===== config.mk =====
export PLATFORM = sky130hd
export DESIGN_NAME = fabric_config_loader
export DESIGN_NICKNAME = d
export VERILOG_FILES = /design/src/rtl/fabric_config_loader.sv
export SDC_FILE = /design/constraint.sdc
export NUM_CORES = 1
export LEC_CHECK = 0
export ABC_AREA = 1
export CORE_MARGIN = 2
export CORE_UTILIZATION = 45
export CTS_BUF_LIST = sky130_fd_sc_hd__clkbuf_8
export DETAILED_ROUTE_END_ITERATION = 7
export GPL_TIMING_DRIVEN = 0
export PLACE_DENSITY = 0.67
export SLEW_MARGIN = 20
export SYNTH_ARGS = -nofsm -noshare
export SYNTH_HDL_FRONTEND = slang
export SYNTH_SLANG_ARGS = --single-unit

===== constraint.sdc =====
create_clock -name clk -period 4.6 [get_ports clk]
set_clock_uncertainty 0.1 [all_clocks]
set_input_delay 0.46 -clock clk [delete_from_list [all_inputs] [get_ports clk]]
set_output_delay 0.46 -clock clk [all_outputs]
set_load 0.02 [all_outputs]

===== src/rtl/fabric_config_loader.sv =====
// fabric_config_loader
//   Serializes a host-supplied configuration bitstream into the tile
//   configuration chain, LSB first, one bit per cycle. It then holds the
//   latch strobe for SET_CYCLES cycles and pulses done.
//
// Optional feature macro: FABRIC_CONFIG_LOADER_PARITY_EN
//   When defined, the even parity of the shifted bits is checked against
//   exp_parity, and the result appears on parity_err.
//   When undefined, parity_err is tied low and exp_parity is ignored.
//
// Ports
//   clk, rst            clock; synchronous active-high reset
//   start, bit_count    load request and chain length (sampled together in idle)
//   abort               cancel the load in progress
//   word_data/valid     host word stream; word_ready is the handshake back
//   cfg_cen             shift enable to the chain head
//   cfg_shift_out       serial bit to the chain head
//   cfg_cset            configuration latch strobe
//   busy, done          status; done is a one-cycle completion pulse
//   exp_parity          expected even parity (sampled with start)
//   parity_err          parity mismatch flag
//
// Every output is decoded from registers only.
module fabric_config_loader #(
    parameter int unsigned WORD_W     = 32,
    parameter int unsigned CNT_W      = 20,
    parameter int unsigned SET_CYCLES = 2
) (
    input  logic              clk,
    input  logic              rst,
    input  logic              start,
    input  logic [CNT_W-1:0]  bit_count,
    input  logic              abort,
    input  logic [WORD_W-1:0] word_data,
    input  logic              word_valid,
    output logic              word_ready,
    output logic              cfg_cen,
    output logic              cfg_shift_out,
    output logic              cfg_cset,
    output logic              busy,
    output logic              done,
    input  logic              exp_parity,
    output logic              parity_err
);

    localparam int unsigned WlW = $clog2(WORD_W + 1);
    localparam int unsigned ScW = (SET_CYCLES > 1) ? $clog2(SET_CYCLES) : 1;

    localparam logic [CNT_W-1:0] WordWCnt  = CNT_W'(WORD_W);
    localparam logic [WlW-1:0]   WordWLeft = WlW'(WORD_W);
    localparam logic [ScW-1:0]   SetLast   = ScW'(SET_CYCLES - 1);

    typedef enum logic [2:0] {StIdle, StLoad, StShift, StSet, StDone} state_e;

    state_e            state_q, state_d;
    logic [WORD_W-1:0] sreg_q, sreg_d;
    logic [CNT_W-1:0]  remaining_q, remaining_d;
    logic [WlW-1:0]    word_left_q, word_left_d;
    logic [ScW-1:0]    set_cnt_q, set_cnt_d;
    logic              zero_done_q, zero_done_d;
    logic              start_accept;

    // Abort outranks start even in idle.
    assign start_accept = (state_q == StIdle) && start && !abort;

    always_comb begin
        state_d     = state_q;
        sreg_d      = sreg_q;
        remaining_d = remaining_q;
        word_left_d = word_left_q;
        set_cnt_d   = set_cnt_q;
        zero_done_d = 1'b0;

        unique case (state_q)
            StIdle: begin
                if (start_accept) begin
                    if (bit_count != '0) begin
                        remaining_d = bit_count;
                        state_d     = StLoad;
                    end else begin
                        // Zero-length load completes at once with no chain activity.
                        zero_done_d = 1'b1;
                    end
                end
            end
            StLoad: begin
                if (word_valid) begin
                    sreg_d      = word_data;
                    word_left_d = (remaining_q >= WordWCnt) ? WordWLeft : WlW'(remaining_q);
                    state_d     = StShift;
                end
            end
            StShift: begin
                sreg_d      = sreg_q >> 1;
                remaining_d = remaining_q - CNT_W'(1);
                word_left_d = word_left_q - WlW'(1);
                // The final chain bit wins over the word boundary.
                // Unused high bits of the last word are dropped.
                if (remaining_q == CNT_W'(1)) begin
                    state_d   = StSet;
                    set_cnt_d = SetLast;
                end else if (word_left_q == WlW'(1)) begin
                    state_d = StLoad;
                end
            end
            StSet: begin
                if (set_cnt_q == '0) begin
                    state_d = StDone;
                end else begin
                    set_cnt_d = set_cnt_q - ScW'(1);
                end
            end
            StDone: begin
                state_d = StIdle;
            end
            default: begin
                state_d = StIdle;
            end
        endcase

        if (abort && (state_q != StIdle)) begin
            state_d = StIdle;
        end
    end

    always_ff @(posedge clk) begin
        if (rst) begin
            state_q     <= StIdle;
            sreg_q      <= '0;
            remaining_q <= '0;
            word_left_q <= '0;
            set_cnt_q   <= '0;
            zero_done_q <= 1'b0;
        end else begin
            state_q     <= state_d;
            sreg_q      <= sreg_d;
            remaining_q <= remaining_d;
            word_left_q <= word_left_d;
            set_cnt_q   <= set_cnt_d;
            zero_done_q <= zero_done_d;
        end
    end

    assign word_ready    = (state_q == StLoad);
    assign cfg_cen       = (state_q == StShift);
    assign cfg_shift_out = (state_q == StShift) & sreg_q[0];
    assign cfg_cset      = (state_q == StSet);
    assign busy          = (state_q != StIdle);
    assign done          = (state_q == StDone) | zero_done_q;

`ifdef FABRIC_CONFIG_LOADER_PARITY_EN
    logic parity_q, exp_q, parity_err_q;

    always_ff @(posedge clk) begin
        if (rst) begin
            parity_q     <= 1'b0;
            exp_q        <= 1'b0;
            parity_err_q <= 1'b0;
        end else begin
            if (start_accept) begin
                parity_q     <= 1'b0;
                exp_q        <= exp_parity;
                parity_err_q <= 1'b0;
            end else if (state_q == StShift) begin
                parity_q <= parity_q ^ sreg_q[0];
            end
            // Update on entry to done, so the flag is valid while done is high.
            if ((state_q == StSet) && (state_d == StDone)) begin
                parity_err_q <= parity_q ^ exp_q;
            end
        end
    end

    assign parity_err = parity_err_q;
`else
    logic unused_exp_parity;
    assign unused_exp_parity = exp_parity;
    assign parity_err        = 1'b0;
`endif

endmodule


==> flow_metrics.env <==
export IMPL_path_cells="nor2_4 -> nand2_2 -> inv_2 -> buf_4 -> buf_2 -> clkdlybuf4s50_1"
export IMPL_startpoint_type="register"
export IMPL_drtIter0Drc=208
export IMPL_power_density_nw_per_um2=677
export IMPL_seqPwrFrac=0.280
export IMPL_io_pins=65
export IMPL_nNetsFinal=671
export IMPL_cp_slowest_cell="clkdlybuf4s50_1"
export IMPL_ir_drop_mv=0.333
export IMPL_ys_seq_area_frac=0.357
export IMPL_worstPathMaxFanout=10
export IMPL_grt_usage=0.241
export IMPL_antenna_cells=0
export IMPL_cts_sinks=63
export IMPL_setup_tns_ps=0
export IMPL_area_delta_synth_final_pct=26.5
export IMPL_postRouteAntennaNets=0
export IMPL_p_sw_mw=1.45
export IMPL_crit_required_ps=4040
export IMPL_reg2reg_slack_ps=2650
export IMPL_synth_largest_area_cell="dfxtp_1"
export IMPL_placed_area_um2=4270
export IMPL_yosys_top_cells_count="nand2_1, nor2_1, dfxtp_1"
export IMPL_outcome="complete, no violations"
export IMPL_grt_overflow_total=0
export IMPL_syn_cell_area_um2=3530
export IMPL_setup_viol=0
export IMPL_ctsResizeCount=0
export IMPL_end_kind="primary output"
export IMPL_cts_buffers=9
export IMPL_fin_util=0.584
export IMPL_clk_latency_ps=350
export IMPL_rsz0062_at_grt="no"
export IMPL_hold_start="sreg_q[0]"
export IMPL_routedWlPerCell_um=14.0
export IMPL_relSlewSlack=0.493
export IMPL_grt_pass1_vias=3510
export IMPL_sw_frac_of_total=0.480
export IMPL_synthTopCellsByArea="dfxtp_1, nand2_1, nor2_1, nand3_1, a31oi_1"
export IMPL_rows=32
export IMPL_power_internal_mw=1.57
export IMPL_portBuffers=61
export IMPL_layout_cells_non_filler=714
export IMPL_start_util=0.462
export IMPL_rr_startpoint="remaining_q[0]"
export IMPL_postLayoutCellArea_um2=4470
export IMPL_h_tree_depth=3
export IMPL_p_leak_nw=1.82
export IMPL_clk_pin_slew_ps=70
export IMPL_holdPathStages=2
export IMPL_worstPathArrival_ps=2250
export IMPL_drive_gt1_frac=0.109
export IMPL_coreArea_um2=7650
export IMPL_final_min_clock_period_ps=2810
export IMPL_ys_flop_type="dfxtp_1"
export IMPL_ys_types=42
export IMPL_syn_num_nets=599
export IMPL_ys_warn_count=0
export IMPL_cts_tree="yes"
export IMPL_ctsHoldBuffers=0
export IMPL_clockRootBuffer="clkbuf_8"
export IMPL_async_flop_share=0
export IMPL_period_share=0.611
export IMPL_remaining_drc_errors=0
export IMPL_power_mw=3.02
export IMPL_reg2reg_to="remaining_q[16]"
export IMPL_die_area_um2=8570
export IMPL_synth_top_area_frac=0.357
export IMPL_post_dp_hpwl_mm=7.39
export IMPL_whs_endpoint="sreg_q[0]"
export IMPL_finalWeightedCongestion=0.916
export IMPL_power_frac_comb=0.555
export IMPL_postCtsSetupRepairBufs=0
export IMPL_synth_edf_count=0
export IMPL_final_hold_violation_count=0
export IMPL_antenna_found_initial=0
export IMPL_clk_path_buf_depth=2
export IMPL_route_vias_total=3714
export IMPL_path_class="reg -> out"
export IMPL_netlist_instances=536
export IMPL_clkPwrFrac=0.165
export IMPL_r2r_cells=9
export IMPL_worst_slew_pin_transition_ps=760
export IMPL_crit_path_max_incr_delay_ps=630
export IMPL_die_h_um=92.6
export IMPL_dieWidth_um=92.6
export IMPL_grt_max_degree=11
export IMPL_drt_total_wl_mm=10.0
export IMPL_fmax_mhz=356
export IMPL_dp_cells=699
export IMPL_grt_pass1_wl_mm=16.2
export IMPL_viasPerCell=5.20
export IMPL_synth_most_common_cell="nand2_1"
export IMPL_synth_avg_cell_area_um2=6.59
export IMPL_hp_class="reg -> reg"
export IMPL_report_final_slew_viol_count=0
export IMPL_synth_seq_cells=63
export IMPL_drtPass1Iterations=5
export IMPL_drv_cap=0
## sequential cells by signal (all words and copies together) (netlist names)
register / cells
remaining_q: 20
sreg_q: 32
state_q: 3
zero_done_q: 1
set_cnt_q: 1
word_left_q: 6
## per-layer routing
layer | vias to the layer above | GRT usage | share of wire
met5 | - | 0 | 0
met4 | 0 | 0.0983 | 0.022
met3 | 19 | 0.0504 | 0.062
met2 | 127 | 0.409 | 0.46
met1 | 1673 | 0.295 | 0.45
li1 | 1895 | - | -
## worst max-delay path: cells and delay by family (launching register included)
family	cells	cell delay (ps)
simple gates	2	320
buf+inv	4	1190
flops	1	380
## cell families (layout without fill, tap and decap cells)
family | count (synthesis) | count (layout) | synth area share
AO/OA/AOI/OAI | 95 | 95 | 0.170
XOR/XNOR | 3 | 3 | 0.00744
adder cells (fa/ha/maj) | 5 | 5 | 0.0177
buffers and inverters | 66 | 142 | 0.0864
flip-flops | 63 | 63 | 0.357
other | 1 | 1 | 0.00106
AND/OR/NAND/NOR | 303 | 303 | 0.361
## cell usage in the layout, fill, tap and decap left out, types with 2 or more instances in the layout
cell type / instances
o21ai_1: 3
nor3_1: 3
nor2_4: 2
a21oi_2: 9
buf_1: 2
buf_4: 5
a31oi_1: 21
nand2_1: 149
o22ai_1: 3
o21ai_0: 23
xnor2_1: 2
clkdlybuf4s50_1: 61
clkbuf_1: 6
nand2_4: 2
nand2_2: 9
buf_2: 10
nor2_1: 96
dfxtp_1: 63
a21oi_1: 19
inv_2: 7
clkbuf_8: 11
ha_1: 5
nand3_1: 34
inv_1: 32
o221ai_1: 13
## stage by stage
step                setup slack [ps]  hold WS, ps
floorplan                       2800          332
global placement                2190          355
detailed placement              2170          356
CTS                             1790          365
global route                    1700          394
finish                          1790          364
## cell type report
| type | instances | area (µm²) |
|---|---|---|
| Fill cell | 755 | 3180 |
| Buffer | 25 | 144 |
| Multi-Input combinational cell | 407 | 1970 |
| Sequential cell | 63 | 1260 |
| Timing Repair Buffer | 61 | 611 |
| Tap cell | 102 | 128 |
| Clock inverter | 4 | 46.3 |
| Inverter | 41 | 161 |
| Clock buffer | 11 | 151 |
## how the worst max path moves through the flow
stage,startpoint,end,depth (start not counted)
6_report,state_q[2],cfg_cen,6
5_1_grt,state_q[2],cfg_cen,6
4_1_cts,state_q[2],cfg_cen,6
3_5_place_dp,state_q[2],cfg_cen,6
3_3_place_gp,state_q[2],cfg_cen,6
2_1_floorplan,state_q[2],cfg_shift_out,5
## power groups by stage
stage / registers, mW / clock network (mW) / logic (mW)
6_report: 0.847 / 0.499 / 1.68
5_1_grt: 0.872 / 0.527 / 1.89
4_1_cts: 0.842 / 0.501 / 1.67
3_5_place_dp: 0.853 / 0 / 1.66
3_3_place_gp: 0.852 / 0 / 1.64
2_1_floorplan: 0.818 / 0 / 1.25
No activity file was read; power rests on OpenSTA's default activity.
